[src/rtl/instr_encoder_loader_pkg.sv]
// Shared definitions for the instruction encoder/loader: opcode values, FSM
// state encoding, fixed MEM addressing bits and instruction field positions.
package instr_encoder_loader_pkg;

  localparam logic [1:0] OP_DP  = 2'd0;
  localparam logic [1:0] OP_MEM = 2'd1;
  localparam logic [1:0] OP_BR  = 2'd2;

  localparam logic [1:0] ST_IDLE   = 2'd0;
  localparam logic [1:0] ST_ACCEPT = 2'd1;
  localparam logic [1:0] ST_WRITE  = 2'd2;
  localparam logic [1:0] ST_DONE   = 2'd3;

  // Memory ops are always pre-indexed, offset added, word-sized, no writeback.
  localparam logic [3:0] MEM_PUBW = 4'b1100;
  localparam logic [1:0] BR_TAG   = 2'b10;

  localparam int COND_LSB  = 28;
  localparam int OP_LSB    = 26;
  localparam int I_POS     = 25;
  localparam int CMD_LSB   = 21;
  localparam int S_POS     = 20;
  localparam int RN_LSB    = 16;
  localparam int RD_LSB    = 12;
  localparam int BR_LSB    = 24;

endpackage

[src/rtl/instr_encoder_loader_field_encoder.sv]
// Combinational packing of instruction fields into a 32-bit word in the
// layout the main decoder consumes; op=3 is flagged as illegal.
module instr_field_encoder
  import instr_encoder_loader_pkg::*;
(
  input  logic [1:0]  op,
  input  logic        i_bit,
  input  logic        l_bit,
  input  logic [3:0]  cond,
  input  logic [3:0]  cmd,
  input  logic        s_bit,
  input  logic [3:0]  rn,
  input  logic [3:0]  rd,
  input  logic [11:0] src2,
  input  logic [23:0] imm24,
  output logic [31:0] word,
  output logic        illegal
);

  always_comb begin
    word    = '0;
    illegal = 1'b0;
    word[COND_LSB +: 4] = cond;
    word[OP_LSB +: 2]   = op;
    case (op)
      OP_DP: begin
        word[I_POS]         = i_bit;
        word[CMD_LSB +: 4]  = cmd;
        word[S_POS]         = s_bit;
        word[RN_LSB +: 4]   = rn;
        word[RD_LSB +: 4]   = rd;
        word[11:0]          = src2;
      end
      OP_MEM: begin
        // The decoder treats bit 25 set as a register offset, hence the inversion.
        word[I_POS]         = ~i_bit;
        word[CMD_LSB +: 4]  = MEM_PUBW;
        word[S_POS]         = l_bit;
        word[RN_LSB +: 4]   = rn;
        word[RD_LSB +: 4]   = rd;
        word[11:0]          = src2;
      end
      OP_BR: begin
        word[BR_LSB +: 2]   = BR_TAG;
        word[23:0]          = imm24;
      end
      default: begin
        illegal = 1'b1;
      end
    endcase
  end

endmodule

[src/rtl/instr_encoder_loader.sv]
// Sequential program loader: accepts field bundles over valid/ready, encodes
// them and writes one word every two cycles into instruction memory.
module instr_encoder_loader
  import instr_encoder_loader_pkg::*;
#(
  parameter int ADDR_W    = 6,
  parameter int BASE_ADDR = 0
)(
  input  logic              clk,
  input  logic              reset_n,
  input  logic              start,
  input  logic              req_valid,
  output logic              req_ready,
  input  logic [1:0]        op,
  input  logic              i_bit,
  input  logic              l_bit,
  input  logic [3:0]        cond,
  input  logic [3:0]        cmd,
  input  logic              s_bit,
  input  logic [3:0]        rn,
  input  logic [3:0]        rd,
  input  logic [11:0]       src2,
  input  logic [23:0]       imm24,
  input  logic              last,
  output logic              imem_we,
  output logic [ADDR_W-1:0] imem_addr,
  output logic [31:0]       imem_wdata,
  output logic              busy,
  output logic              done,
  output logic              full,
  output logic              err
);

  localparam logic [ADDR_W-1:0] BASE      = ADDR_W'(BASE_ADDR);
  localparam logic [ADDR_W-1:0] LAST_ADDR = {ADDR_W{1'b1}};

  logic [1:0]  state;
  logic        last_q;
  logic [31:0] enc_word;
  logic        enc_illegal;

  instr_field_encoder u_enc (
    .op      (op),
    .i_bit   (i_bit),
    .l_bit   (l_bit),
    .cond    (cond),
    .cmd     (cmd),
    .s_bit   (s_bit),
    .rn      (rn),
    .rd      (rd),
    .src2    (src2),
    .imm24   (imm24),
    .word    (enc_word),
    .illegal (enc_illegal)
  );

  assign req_ready = (state == ST_ACCEPT);
  assign busy      = (state == ST_ACCEPT) || (state == ST_WRITE);
  assign done      = (state == ST_DONE);

  // imem_addr doubles as the session address counter; it only advances
  // after a write so it never wraps past the last word.
  always_ff @(posedge clk or negedge reset_n) begin
    if (!reset_n) begin
      state      <= ST_IDLE;
      imem_we    <= 1'b0;
      imem_addr  <= BASE;
      imem_wdata <= '0;
      last_q     <= 1'b0;
      full       <= 1'b0;
      err        <= 1'b0;
    end else begin
      case (state)
        ST_IDLE, ST_DONE: begin
          if (start) begin
            state     <= ST_ACCEPT;
            imem_addr <= BASE;
            err       <= 1'b0;
            full      <= 1'b0;
          end
        end
        ST_ACCEPT: begin
          if (req_valid) begin
            if (enc_illegal) begin
              err <= 1'b1;
            end else begin
              imem_we    <= 1'b1;
              imem_wdata <= enc_word;
              last_q     <= last;
              state      <= ST_WRITE;
            end
          end
        end
        ST_WRITE: begin
          imem_we <= 1'b0;
          if (last_q || (imem_addr == LAST_ADDR)) begin
            state <= ST_DONE;
            full  <= (imem_addr == LAST_ADDR);
          end else begin
            imem_addr <= imem_addr + 1'b1;
            state     <= ST_ACCEPT;
          end
        end
        default: state <= ST_IDLE;
      endcase
    end
  end

endmodule

[config.mk]
export PLATFORM = sky130hd
export DESIGN_NAME = instr_encoder_loader
export DESIGN_NICKNAME = d
export VERILOG_FILES = /design/src/rtl/instr_encoder_loader_pkg.sv /design/src/rtl/instr_encoder_loader_field_encoder.sv /design/src/rtl/instr_encoder_loader.sv
export SDC_FILE = /design/constraint.sdc
export NUM_CORES = 1
export LEC_CHECK = 0
export BUFFER_PORTS_ARGS = -buffer_cell sky130_fd_sc_hd__buf_2
export CORE_ASPECT_RATIO = 1.2
export CORE_MARGIN = 8
export CORE_UTILIZATION = 45
export DETAILED_ROUTE_END_ITERATION = 16
export PLACE_DENSITY = 0.77
export SLEW_MARGIN = 20
export SYNTH_ARGS = -nofsm -noshare
export SYNTH_HDL_FRONTEND = slang
export SYNTH_HIERARCHICAL = 1
export SYNTH_SLANG_ARGS = --single-unit
[constraint.sdc]
create_clock -name clk -period 2.75 [get_ports clk]
set_input_delay 0.4125 -clock clk [delete_from_list [all_inputs] [get_ports clk]]
set_output_delay 0.4125 -clock clk [all_outputs]
set_load 0.03 [all_outputs]
==> results.md <==
| Group | Item | Value |
| --- | --- | --- |
| outcome | Status | finished clean |
| timing | Final setup violating endpoints | 0 |
| timing | Worst path setup slack after routing | 0.7868 ns |
| synthesis | Ys flop type | dfrtp_1 |
| setup path | Critical Path Slowest Stage Cell | mux2i_1 |
| global route | GRT Resource Usage Total | 0.1440 |
| synthesis | Dominant cell by count in the synthesized netlist | dfrtp_1 |
| clocking | Count of clock tree sinks | 44 |
| power | Power share of the combinational group | 0.512 |
| timing | Setup repair after global routing missed its margin | no |
| layout | Antenna diodes | 0 |
| synthesis | Unique cell type count in the Yosys netlist | 32 |
| synthesis | Yosys warns | 6 |
| power | Switching fraction of total power | 0.4470 |
| timing | Setup TNS | 0 ns |
| synthesis | Sequential area share after synthesis | 0.4793 |
| global route | Initial antenna violation count | 0 |
| timing | Actual transition at the worst max-transition pin | 0.6607 ns |
| routing | Uppermost signal routing layer after detailed routing | met4 |
| routing | Met2 WL post-DR | 2.650 mm |
| job | Count of maximum capacitance violations | 0 |
| routing | Number of vias per cell | 5.223 |
| global route | Vias in the first global route | 1,985 |
| floorplan | Core Area | 4940 sq um |
| routing | Wire length on met3 | 536 um |
| setup path | CP startpoint kind | flop |
| synthesis | Post-synthesis instance area | 2297 sq um |
| place | Last weighted congestion value of the routability-driven placer | 0.7477 |
| place | Worst-case setup slack after placement | 0.8272 ns |
| layout | Final core occ | 0.5813 |
| timing | Worst-case clock skew | 0.009826 ns |
| power | Internal | 0.001679 W |
| clocking | Number of CTS-inserted buffers | 5 |
| routing | Routed wire length per instance | 15.41 um |
| clocking | Cells resized by post-CTS repair | 0 |
| setup path | First element of the critical path | state[0] |
| synthesis | Top cells by area in the synthesized netlist | dfrtp_1 (48%), mux2_2 (16%), a22o_1 (7.6%) |
| synthesis | Gate count of the mapped netlist | 193 |
| timing | Max-slew violation total from the final report | 0 |
| clocking | Later-pin clock latency in the skew report | 0.29 ns |
| power | Relative contribution of sequential cells to total power | 0.354 |
| global route | Largest net degree at the start of global routing | 45 |
| setup path | RR Startpoint | state[0] |
| clocking | Number of levels the H-tree was split into | 2 |
| place | Sum of net half-perimeters after detailed placement | 4.225 mm |
| setup path | Sequence of cells on the critical path | inv_1, ha_1, mux2i_1, o311ai_0 |
| timing | Clock period minus worst slack | 1.963 ns |
| layout | Area growth from synthesis to layout | 25.00% |
| routing | Initial drt markers | 46 |
| routing | Detail Route Antenna Nets | 0 |
| floorplan | Die area | 7657 sq um |
| synthesis | Net Count, Synth | 260 |
| synthesis | Commonest cells in the netlist | dfrtp_1 (44), mux2_2 (33), a22o_1 (20), nand2_1 (9) |
| clocking | Post-CTS Setup Repair Bufs | 0 |
| clocking | Root buffer selected by CTS | clkbuf_8 |
| power | Clock share of power | 0.134 |
| routing | Detailed-routing wirelength on met1 | 2.187 mm |
| clocking | Post-CTS Hold Buffers | 0 |
| setup path | Kind of critical path | flop to flop |
| floorplan | Total number of placement rows | 28 |
| floorplan | Initial core utilization | 0.4650 |
| global route | Global route overflow | 0 |
| synthesis | Syn Area/Cell | 11.90 sq um |
| synthesis | Area share of the leading cell type in the synthesized netlist | 0.4793 |
| power | Largest vdd supply drop | 0.5787 mV |
| timing | Max frequency | 0.5094 GHz |
| clocking | Maximum count of clock buffers along a single path | 2 |
| setup path | Peak per-stage delay on the critical path | 0.61 ns |
| place | Total of buffers placed on input and output ports | 105 |
| synthesis | Synthesis-stage register bit count | 44 |
| setup path | Data arrival, critical path | 2.09 ns |
| power | Total power per unit cell area | 1057 nW/um^2 |
| clocking | Clock tree from TritonCTS | yes |
| power | Switching component of the power | 0.001357 W |
| synthesis | Number of flops mapped to enable cells by yosys | 0 |
| clocking | Worst-path clk slew | 0.09 ns |
| routing | DR DRC count | 0 |
| floorplan | Die extent in x | 81.23 um |
| floorplan | Vertical die dimension | 94.27 um |
| layout | Fin nets | 356 |
| timing | Total count of hold-check failures in the final report | 0 |
| synthesis | Post-synth ARST share | 1.000 |
| layout | Ratio of cells with drive above 1 in the final layout | 0.5138 |
| routing | Vias after detailed routing | 1,828 |
| timing | Normalized max-slew margin | 0.5469 |
| global route | Wire length of the first global-routing pass | 8.949 mm |
| routing | WL final | 5.395 mm |
| setup path | Worst Path Max Fanout | 8 |
| setup path | Sort of element at the end of the critical path | flop |
| timing | Final worst-path cycle share | 0.7139 |
| floorplan | Number of top-level pins | 106 |
| setup path | Required time of the critical path | 2.87 ns |
| synthesis | Cell type with the highest aggregate area in the netlist | dfrtp_1 |
| power | Static Leakage | 1.490 nW |
| layout | Filler cell count | 433 |
| routing | First drt pass iteration count | 4 |
| min path | Hold Path Class | primary input to async pin |
-- cells in the final DEF, fill, tap and decap left out --
cell / synthesis / final
buf_2: 5 / 104
dfrtp_1: 44 / 44
mux2_2: 33 / 33
a22o_1: 20 / 20
nand2_1: 9 / 9
mux2i_1: 8 / 8
nand3_1: 8 / 8
nor2_1: 7 / 7
inv_1: 6 / 6
clkbuf_8: 0 / 6
ha_1: 5 / 5
a21oi_1: 4 / 4
nand2b_1: 3 / 3
o21ai_0: 3 / 3
or4_1: 3 / 3
o311ai_0: 3 / 3
o211ai_1: 3 / 3
nor2b_1: 2 / 2
nand3b_1: 2 / 2
and2_2: 2 / 2
a31oi_1: 2 / 2
clkbuf_1: 1 / 2
buf_4: 7 / 2
or2_2: 1 / 1
and4_1: 1 / 1
a21o_1: 1 / 1
o21a_1: 1 / 1
a22oi_1: 1 / 1
o41ai_1: 1 / 1
nor2b_4: 1 / 1
xnor2_1: 1 / 1
o2bb2ai_1: 1 / 1
-- flip-flops by register name, summed over array words and instances (netlist names) --
register,flops
state,2
err,1
imem_we,1
last_q,1
imem_addr,6
imem_wdata,32
full,1
-- kinds of logic after synthesis --
logic type / share of synthesized area
multiplexers: 0.1966
AND/OR/NAND/NOR: 0.09259
AO/OA/AOI/OAI: 0.1356
XOR/XNOR: 0.003813
buffers and inverters: 0.06481
adder cells (fa/ha/maj): 0.02723
flip-flops: 0.4793
-- power groups by stage --
stage	Sequential, W	Combinational (W)	Clock (W)
2_1_floorplan	0.00158	0.000622	0
3_3_place_gp	0.00107	0.00155	0
3_5_place_dp	0.00109	0.00159	0
4_1_cts	0.00108	0.00159	0.000423
5_1_grt	0.00112	0.00168	0.000450
6_report	0.00107	0.00156	0.000406
-- metal layers --
layer / track usage / vias up
met5: 0 / -
li1: - / 890
met1: 0.1711 / 860
met3: 0.06034 / 2
met2: 0.2391 / 76
met4: 0.02239 / 0
-- layout make-up --
class	instances	area, sq um	area share
clock buffer	8	90.09	0.03137
inverter	6	22.52	0.007843
multi-input combinational	126	1047	0.3647
sequential	44	1101	0.3834
tap	60	75.07	0.02614
timing repair buffer	106	535.5	0.1865
-- path summary, 6_finish.rpt --
path,end,slack [ns],depth (start not counted)
worst max-delay path,imem_addr[0],0.79,4
worst min-delay path,imem_addr[4],0.11,1
worst max register to register,imem_addr[0],0.79,4
worst min register to register,imem_wdata[30],0.50,1
max in group asynchronous,imem_wdata[17],2.26,1
min in group clk,imem_wdata[28],0.36,2
-- through the flow --
stage	area, sq um	power [W]	instances	hold WS [ns]
3_3_place_gp	2779	0.002626	342	0.4819
2_1_floorplan	2297	0.002206	193	0.1169
6_report	2872	0.003035	350	0.1066
5_1_grt	2872	0.003251	350	0.1530
4_1_cts	2869	0.003087	350	0.3147
3_5_place_dp	2779	0.002673	342	0.4873
-- worst max-delay path, delay by kind of cell, from the launching register on --
kind | cells | cell delay, ns
adders and majority gates | 1 | 0.40
AOI/OAI and AO/OA | 1 | 0.28
muxes | 1 | 0.61
buffers and inverters | 1 | 0.07
DFF | 1 | 0.44
Note: power is estimated with default switching activity, not from simulation.
